<file path="src/rtl/button_cmd_scheduler.sv">
// rtl/button_cmd_scheduler.sv - debounced buttons to short/long command tokens with rr arbitration and FIFO
//
// Purpose:
//   Watches debounced button levels and classifies each press as short or long.
//   Each classified press raises a pending flag for its button. A round-robin
//   arbiter moves one pending flag per cycle into a small command FIFO.
//   The FIFO head is presented on a valid/ready interface.
//
// Ports:
//   clk        system clock
//   rst        asynchronous active-high reset
//   btn_db     debounced button levels, synchronous to clk
//   clr_err    clears the sticky dropped flag (a drop in the same cycle wins)
//   cmd_valid  FIFO head holds a command
//   cmd_ready  consumer accepts the head this cycle
//   cmd_id     button index of the head command (registered)
//   cmd_long   1 = long press, 0 = short press (registered)
//   dropped    sticky: an event hit an already-set pending flag and was lost

module button_cmd_scheduler #(
  parameter int NUM_BTN    = 4,
  parameter int LONG_CNT   = 50000000,
  parameter int CNT_W      = 26,
  parameter int FIFO_DEPTH = 4
) (
  input  logic                       clk,
  input  logic                       rst,
  input  logic [NUM_BTN-1:0]         btn_db,
  input  logic                       clr_err,
  output logic                       cmd_valid,
  input  logic                       cmd_ready,
  output logic [$clog2(NUM_BTN)-1:0] cmd_id,
  output logic                       cmd_long,
  output logic                       dropped
);

  localparam int ID_W  = $clog2(NUM_BTN);
  localparam int PTR_W = $clog2(FIFO_DEPTH);

  localparam logic [CNT_W-1:0] LONG_VAL = CNT_W'(LONG_CNT);
  localparam logic [CNT_W-1:0] LONG_M1  = CNT_W'(LONG_CNT - 1);
  localparam logic [CNT_W-1:0] CNT_ONE  = CNT_W'(1);
  localparam logic [ID_W-1:0]  LAST_ID  = ID_W'(NUM_BTN - 1);
  localparam logic [PTR_W:0]   FULL_CNT = (PTR_W + 1)'(FIFO_DEPTH);

  // Per-button press tracking
  logic [NUM_BTN-1:0] btn_prev;
  logic [NUM_BTN-1:0] armed;
  logic [NUM_BTN-1:0] long_done;
  logic [CNT_W-1:0]   hold_cnt [NUM_BTN];

  // Pending events waiting for arbitration
  logic [NUM_BTN-1:0] long_pend;
  logic [NUM_BTN-1:0] short_pend;

  // Round-robin pointer: first button searched next cycle
  logic [ID_W-1:0] rr;

  // Command FIFO, entries are {id, long}
  logic [ID_W:0]    mem [FIFO_DEPTH];
  logic [PTR_W-1:0] rd_ptr;
  logic [PTR_W-1:0] wr_ptr;
  logic [PTR_W:0]   fifo_cnt;

  // Combinational event / arbitration signals
  logic [NUM_BTN-1:0] rise;
  logic [NUM_BTN-1:0] long_ev;
  logic [NUM_BTN-1:0] short_ev;
  logic [NUM_BTN-1:0] long_clr;
  logic [NUM_BTN-1:0] short_clr;
  logic               drop_any;

  logic               grant_vld;
  logic [ID_W-1:0]    grant_id;
  logic               grant_long;
  int                 arb_idx;

  logic               push;
  logic               pop;
  logic [ID_W:0]      push_data;
  logic [PTR_W-1:0]   rd_nxt;
  logic [PTR_W:0]     cnt_nxt;
  logic [ID_W:0]      head_nxt;

  // ---------------------------------------------------------------------------
  // Press classification
  // ---------------------------------------------------------------------------
  always_comb begin
    rise     = '0;
    long_ev  = '0;
    short_ev = '0;
    for (int i = 0; i < NUM_BTN; i++) begin
      rise[i]     = btn_db[i] & ~btn_prev[i];
      // Long fires on the sample that takes the counter from LONG_CNT-1 to
      // LONG_CNT; once saturated the equality never matches again.
      long_ev[i]  = armed[i] & btn_db[i] & (hold_cnt[i] == LONG_M1);
      short_ev[i] = armed[i] & ~btn_db[i] & ~long_done[i];
    end
  end

  // ---------------------------------------------------------------------------
  // Round-robin arbiter, only while the FIFO has room before this cycle's pop
  // ---------------------------------------------------------------------------
  always_comb begin
    grant_vld  = 1'b0;
    grant_id   = '0;
    grant_long = 1'b0;
    arb_idx    = 0;
    if (fifo_cnt < FULL_CNT) begin
      for (int k = 0; k < NUM_BTN; k++) begin
        arb_idx = int'(rr) + k;
        if (arb_idx >= NUM_BTN) arb_idx = arb_idx - NUM_BTN;
        if (!grant_vld && (long_pend[arb_idx] || short_pend[arb_idx])) begin
          grant_vld  = 1'b1;
          grant_id   = ID_W'(arb_idx);
          grant_long = long_pend[arb_idx];
        end
      end
    end
  end

  // A flag being granted this cycle is free to take a new event without loss.
  always_comb begin
    long_clr  = '0;
    short_clr = '0;
    for (int i = 0; i < NUM_BTN; i++) begin
      long_clr[i]  = grant_vld &  grant_long & (grant_id == ID_W'(i));
      short_clr[i] = grant_vld & ~grant_long & (grant_id == ID_W'(i));
    end
    drop_any = |((long_ev  & long_pend  & ~long_clr) |
                 (short_ev & short_pend & ~short_clr));
  end

  // ---------------------------------------------------------------------------
  // FIFO next-state; head outputs are registered from the post-edge head slot
  // ---------------------------------------------------------------------------
  always_comb begin
    push      = grant_vld;
    pop       = cmd_valid & cmd_ready;
    push_data = {grant_id, grant_long};
    rd_nxt    = rd_ptr + PTR_W'(pop);
    cnt_nxt   = fifo_cnt + (PTR_W + 1)'(push) - (PTR_W + 1)'(pop);
    // If the write slot is the new head the FIFO was empty after the pop, so
    // the pushed entry bypasses the memory straight to the head registers.
    if (push && (wr_ptr == rd_nxt)) head_nxt = push_data;
    else                            head_nxt = mem[rd_nxt];
  end

  always_ff @(posedge clk) begin
    if (push) mem[wr_ptr] <= push_data;
  end

  // ---------------------------------------------------------------------------
  // State registers
  // ---------------------------------------------------------------------------
  always_ff @(posedge clk or posedge rst) begin
    if (rst) begin
      // All ones so a button held through reset needs a fresh press.
      btn_prev   <= '1;
      armed      <= '0;
      long_done  <= '0;
      long_pend  <= '0;
      short_pend <= '0;
      for (int i = 0; i < NUM_BTN; i++) hold_cnt[i] <= '0;
      rr         <= '0;
      rd_ptr     <= '0;
      wr_ptr     <= '0;
      fifo_cnt   <= '0;
      cmd_valid  <= 1'b0;
      cmd_id     <= '0;
      cmd_long   <= 1'b0;
      dropped    <= 1'b0;
    end else begin
      for (int i = 0; i < NUM_BTN; i++) begin
        btn_prev[i] <= btn_db[i];
        if (rise[i]) begin
          armed[i]     <= 1'b1;
          long_done[i] <= 1'b0;
          hold_cnt[i]  <= CNT_ONE;
        end else if (armed[i] && btn_db[i]) begin
          if (hold_cnt[i] != LONG_VAL) hold_cnt[i] <= hold_cnt[i] + CNT_ONE;
          if (long_ev[i]) long_done[i] <= 1'b1;
        end else if (armed[i]) begin
          armed[i]     <= 1'b0;
          long_done[i] <= 1'b0;
          hold_cnt[i]  <= '0;
        end
        long_pend[i]  <= (long_pend[i]  & ~long_clr[i])  | long_ev[i];
        short_pend[i] <= (short_pend[i] & ~short_clr[i]) | short_ev[i];
      end

      if (grant_vld) begin
        rr     <= (grant_id == LAST_ID) ? '0 : grant_id + ID_W'(1);
        wr_ptr <= wr_ptr + PTR_W'(1);
      end

      rd_ptr    <= rd_nxt;
      fifo_cnt  <= cnt_nxt;
      cmd_valid <= (cnt_nxt != '0);
      cmd_id    <= head_nxt[ID_W:1];
      cmd_long  <= head_nxt[0];

      if (drop_any)     dropped <= 1'b1;
      else if (clr_err) dropped <= 1'b0;
    end
  end

endmodule

</file>
<file path="config.mk">
export PLATFORM = sky130hd
export DESIGN_NAME = button_cmd_scheduler
export DESIGN_NICKNAME = d
export VERILOG_FILES = /design/src/rtl/button_cmd_scheduler.sv
export SDC_FILE = /design/constraint.sdc
export NUM_CORES = 1
export LEC_CHECK = 0
export ABC_CLOCK_PERIOD_IN_PS = 4800
export CORE_MARGIN = 3
export CORE_UTILIZATION = 57
export DETAILED_ROUTE_END_ITERATION = 10
export PLACE_DENSITY = 0.77
export SYNTH_ARGS = -nofsm -noshare
export SYNTH_HDL_FRONTEND = slang
export SYNTH_SLANG_ARGS = --single-unit
</file>
<file path="constraint.sdc">
create_clock -name clk -period 4.8 [get_ports clk]
set_clock_uncertainty 0.2 [all_clocks]
set_input_delay 0.96 -clock clk [delete_from_list [all_inputs] [get_ports clk]]
set_output_delay 0.96 -clock clk [all_outputs]
set_load 0.005 [all_outputs]
</file>
After elaboration in Yosys (flattened, before gate mapping)
Memory sizes are Yosys's and may differ from the RTL's. A register that Yosys moved wholly into a read port is not among the register bits.
Cells that the tools add are included.
{"block": "classes", "add_sub_neg": 16, "magnitude_cmp": 9, "eq_ne": 23, "mux": 95, "bitwise_logic": 75, "reduce_logical": 30}
{"op": "26-bit two-way mux", "count": 16}
{"op": "32-bit two-way mux", "count": 8}
{"op": "32-bit by 4-bit < comparator with 1-bit output, second input constant", "count": 4}
{"op": "26-bit by 1-bit adder with 26-bit output, second input constant", "count": 4}
{"op": "26-bit == test, second input constant", "count": 4}
{"op": "26-bit != test, second input constant", "count": 4}
{"op": "1-bit two-way mux", "count": 57}
{"op": "1-bit AND", "count": 39}
{"op": "1-bit inverter", "count": 21}
{"op": "4-bit AND", "count": 4}
{"op": "1-bit binary-select mux with 2-bit select", "count": 8}
{"op": "2-bit AND reduction", "count": 8}
{"op": "3-bit nonzero test", "count": 5}
{"op": "2-bit two-way mux", "count": 6}
{"op": "3-bit by 2-bit != test with 1-bit output, second input constant", "count": 4}
{"op": "3-bit != test, second input constant", "count": 4}
{"op": "3-bit by 3-bit subtractor with 4-bit output, second input constant", "count": 3}
{"op": "3-bit >= comparator, second input constant", "count": 3}
{"op": "2-bit != test, second input constant", "count": 4}
{"op": "4-bit inverter", "count": 2}
{"op": "1-bit bitwise OR", "count": 8}
{"op": "1-bit logical AND", "count": 7}
{"op": "2-bit by 2-bit adder with 3-bit output, second input constant", "count": 2}
{"op": "2-bit by 1-bit adder with 2-bit output, second input constant", "count": 2}
{"op": "15 further kinds", "count": 21}
{"block": "totals", "ff_bits": 135, "mem_bits_rw": 12, "input_bits": 8, "output_inout_bits": 5, "word_cells": 270, "n_memories": 1}
{"name": "mem", "words": 4, "word_bits": 3, "read_ports": 1, "rd_ports_with_merged_regs": 1, "wr": 1, "line_no": "60", "rtl": "logic [ID_W:0] mem [FIFO_DEPTH];"}

Logic depth before layout (Yosys ltp)
{"block": "depth", "ltp_word": 29, "depth_mapped": 14, "mapped_depth_nobuf": 12}

Worst setup path before layout
Ideal clock, no wire load.
{"block": "synth_timing", "path_kind": "register to register", "startpoint": "register rr[0]", "endpoint": "register cmd_valid", "setup_time_ps": 131, "arrival_ps": 2959, "required_time_ps": 4469, "setup_slack_ps": 1510, "path_stages_with_launch": 14, "path_buffers": 2, "synth_period_minus_slack_ps": 3290, "path_cell_list": "dfrtp_1 buf_4 buf_4 mux2_2 and2_1 a21oi_1 inv_1 ha_1 inv_1 ha_1 fa_1 xnor2_1 xnor2_1 or3_1"}
{"block": "synth_between", "elab_chain_cells": 24, "word_cells_on_any_way": 64, "classes_between": "9 x add/sub; 4 x order compare; 40 x mux; 11 x reduce/logical"}
{"element": "from (decl)", "line_no": "57", "rtl": "logic [ID_W-1:0] rr;"}
{"element": "from (signal assigned)", "line_no": "193", "rtl": "rr <= (grant_id == LAST_ID) ? '0 : grant_id + ID_W'(1);"}
{"element": "2-bit by 3-bit subtractor with 4-bit output / 2-bit by 3-bit >= comparator with 1-bit output (equally long branches)", "line_no": "112", "rtl": "if (arb_idx >= NUM_BTN) arb_idx = arb_idx - NUM_BTN;"}
{"element": "32-bit two-way mux", "line_no": "112"}
{"element": "32-bit two-way mux", "line_no": "109", "rtl": "if (fifo_cnt < FULL_CNT) begin"}
{"element": "1-bit binary-select mux with 2-bit select", "line_no": "113", "rtl": "if (!grant_vld && (long_pend[arb_idx] || short_pend[arb_idx])) begin"}
{"element": "1-bit two-way mux (not written as such) (2 in a row)", "line_no": "113"}
{"element": "1-bit logical OR", "line_no": "113"}
{"element": "1-bit two-way mux", "line_no": "113"}
{"element": "1-bit two-way mux", "line_no": "109"}
{"element": "[8 not listed]"}
{"element": "1-bit zero test", "line_no": "113"}
{"element": "1-bit logical AND", "line_no": "113"}
{"element": "1-bit two-way mux *", "line_no": "113"}
{"element": "1-bit two-way mux *", "line_no": "109"}
{"element": "3-bit by 1-bit adder with 3-bit output *", "line_no": "142", "rtl": "cnt_nxt = fifo_cnt + (PTR_W + 1)'(push) - (PTR_W + 1)'(pop);"}
{"element": "3-bit by 1-bit subtractor with 3-bit output *", "line_no": "142"}
{"element": "net cnt_nxt[2]", "line_no": "82", "rtl": "logic [PTR_W:0] cnt_nxt;"}
{"element": "3-bit nonzero test *", "line_no": "199", "rtl": "cmd_valid <= (cnt_nxt != '0);"}
{"element": "to (signal assigned)", "line_no": "199"}
{"element": "to (decl)", "line_no": "30", "rtl": "output logic cmd_valid,"}
Mark *: on every way through the listed nets, which the timed path passes. The rest lies on a longest branch. The select of a mux whose other input is x is not followed.
A chain may end at the register's enable or synchronous reset.

Worst setup path after layout
Same ends and word-level chain as after synthesis.

==> impl_metrics.json <==
{
  "htreeDepth": 4,
  "syn_inst": 891,
  "final_core_util_pct": 65.0,
  "path_cells": "mux4_2 > nor2_2 > and2_1 > a21oi_1 > inv_1 > ha_1 > inv_1 > ha_1 > fa_1 > xnor2_1 > xnor2_1 > or3_1",
  "die_h_um": 127,
  "diodes": 0,
  "drt_iter0_drc": 486,
  "maxSlewViolCount": 0,
  "place_ws_ns": 0.569,
  "cp.arrival_ns": 4.38,
  "placedInstanceArea_mm2": 0.00863,
  "hold_viol_final": 0,
  "nFillCells": 1139,
  "swShare_pct": 30.0,
  "rsz0062_at_grt": "false",
  "async_flop_share_pct": 92.0,
  "rows": 43,
  "clkSlewWorstSetupHoldPaths_ns": 0.06,
  "final.min_clock_period_ns": 4.28,
  "insertion_delay_ns": 0.42,
  "grt_start_max_net_pins": 75,
  "fin_crit_sh_pct": 89.3,
  "area_delta_synth_final_pct": 9.65,
  "antenna_found_initial": 0,
  "wl_per_cell_um": 15.3,
  "worst_pin_slew_ns": 1.01,
  "ys_ff_latch": 150,
  "cts_tree": "yes",
  "clock_power_share_pct": 33.9,
  "ctsHoldBuffers": 0,
  "final_area_mm2": 0.00920,
  "dieArea_mm2": 0.0162,
  "finish.net_count": 927,
  "slowest_delay_ns": 0.85,
  "worst_ep_required_time_ns": 4.90,
  "power_density_mw_per_mm2": 415,
  "grt_pass1_wl_mm": 29.5,
  "p_leak_nw": 3.72,
  "synth_top_area_share_pct": 40.0,
  "cts.sinks": 150,
  "p_int_mw": 2.67,
  "vias": 6549,
  "ys_seq_area_share_pct": 45.5,
  "root_buffer": "clkbuf_16",
  "grt_pass1_vias": 6165,
  "ys_warn_count": 0,
  "cts_buffers": 17,
  "p_comb_share_pct": 24.7,
  "drt_first_pass_iters": 5,
  "yosys.area.top_type": "dfrtp_1",
  "vdd_drop_max_uv": 329,
  "fmax_mhz": 233,
  "antenna_left": 0,
  "startpoint_type": "flop",
  "vias_per_cell": 6.00,
  "synth_top_cells_by_count": "134 x dfrtp_1, 117 x nor2_1, 73 x nand2_1, 71 x o21ai_0, 42 x inv_1",
  "setup_slack_ns": 0.516,
  "outcome": "completed",
  "routed_wl_mm": 16.7,
  "gr-usage-all-layers_pct": 22.1,
  "ys_top_cells_by_area": "dfrtp_1 40%, nor2_1 5.2%, edfxtp_1 4.3%, o21ai_0 4.2%, xnor2_1 3.5%",
  "synthesis.area_mm2": 0.00839,
  "die_w_um": 127,
  "synth.most_common_cell": "dfrtp_1",
  "initial_core_util_pct": 59.3,
  "p_sw_mw": 1.14,
  "core_mm2": 0.0141,
  "path_max_fanout": 22,
  "worst-setup-path-type": "reg -> reg",
  "crit_buf_inv": 2,
  "slew_headroom_pct": 32.1,
  "synth_area_per_cell_um2": 9.42,
  "cts_buffer_depth": 2,
  "holdWs_ns": 0.281,
  "layout-drive-gt1-share_pct": 7.90,
  "hold_path.class": "reg -> reg",
  "drcViolationCount": 0,
  "port_buffers": 12,
  "ys.flop_type": "dfrtp_1",
  "dpl.hpwl_mm": 11.3,
  "pwr-share-seq_pct": 41.3,
  "cap_violations": 0,
  "synth-edff-count": 12,
  "synth_cell_types": 76,
  "cts-resized-gates": 0,
  "crit_family": "adder cells",
  "tns_ns": 0,
  "postSynthNetCount": 919,
  "crit_path_end_kind": "flop",
  "grt_overflow": 0,
  "pin_count": 13,
  "slowest_stage": "dfrtp_1",
  "finalSetupViolations": 0,
  "gp_congestion": 0.898,
  "post-cts-setup-buffers": 0
}
## logic make-up (layout without fill, tap and decap cells)
family,count (synthesis),count (layout),share of synthesized area (%)
buf+inv,73,93,4.13
compound gates,169,169,13.2
mux,20,20,3.37
fa+ha+maj,20,20,3.07
flops,150,150,45.5
xor+xnor,65,65,6.79
simple gates,394,394,24.0
## routing by layer
layer / GRT usage, % / wire (um) / vias to the layer above
met1: 32.7 / 8150 / 3149
li1: - / - / 3196
met2: 32.7 / 7430 / 179
met4: 5.99 / 204 / 0
met3: 5.48 / 883 / 25
met5: 0 / 0 / -
## layout make-up
type | instances | area (um2) | share of cell area, %
inverter | 42 | 161 | 1.75
sequential | 150 | 3820 | 41.5
timing repair buffer | 20 | 193 | 2.09
clock buffer | 27 | 503 | 5.47
multi-input combinational | 668 | 4230 | 46.0
clock inverter | 4 | 70.1 | 0.762
tap | 180 | 225 | 2.45
## cells in the final DEF (no fill, tap or decap), drive strengths merged, types with 6 or more instances in the layout
cell,count
edfxtp,12
clkdlybuf4s50,12
xor2,31
ha,19
buf,8
nor3,20
o31ai,16
clkbuf,27
xnor2,34
nor2,118
or2,6
and3,15
and4,7
mux4,6
inv,41
nand3,38
nand2,73
dfrtp,134
nor4b,11
mux2,6
nand2b,14
a21oi,27
o21ai,72
nand4,36
mux2i,8
or3,12
nor4,10
and2,14
a31oi,14
## stage by stage
stage               power (mW)  cells
floorplan                 2.29    891
global placement          2.51   1060
detailed placement        2.53   1060
CTS                       3.84   1091
global route              4.03   1091
finish                    3.81   1091
## flip-flops by register name, summed over array words and instances, names as in the netlist
name        flops
dropped         1
rr              2
mem            12
fifo_cnt        3
armed           4
hold_cnt      104
wr_ptr          2
cmd_valid       1
cmd_id          2
cmd_long        1
long_done       4
rd_ptr          2
short_pend      4
long_pend       4
btn_prev        4
## final timing paths
check / end / depth (start not counted) / startpoint / slack, ns
worst max-delay path: cmd_valid / 12 / rr[0] / 0.52
worst min-delay path: hold_cnt[51] / 1 / hold_cnt[51] / 0.28
worst max register to register: cmd_valid / 12 / rr[0] / 0.52
worst min register to register: hold_cnt[51] / 1 / hold_cnt[51] / 0.28
max in group asynchronous: btn_prev[1] / 3 / rst / 2.63
min in group asynchronous: hold_cnt[2] / 2 / rst / 0.88
## power by group through the flow
stage	registers [mW]	logic (mW)	clock network (mW)
after floorplan	1.52	0.763	0
after global routing	1.60	1.06	1.37
after CTS	1.57	0.953	1.32
after detailed placement	1.60	0.937	0
final	1.58	0.944	1.29
after global placement	1.59	0.915	0
No activity file was read; power rests on OpenSTA's default activity.
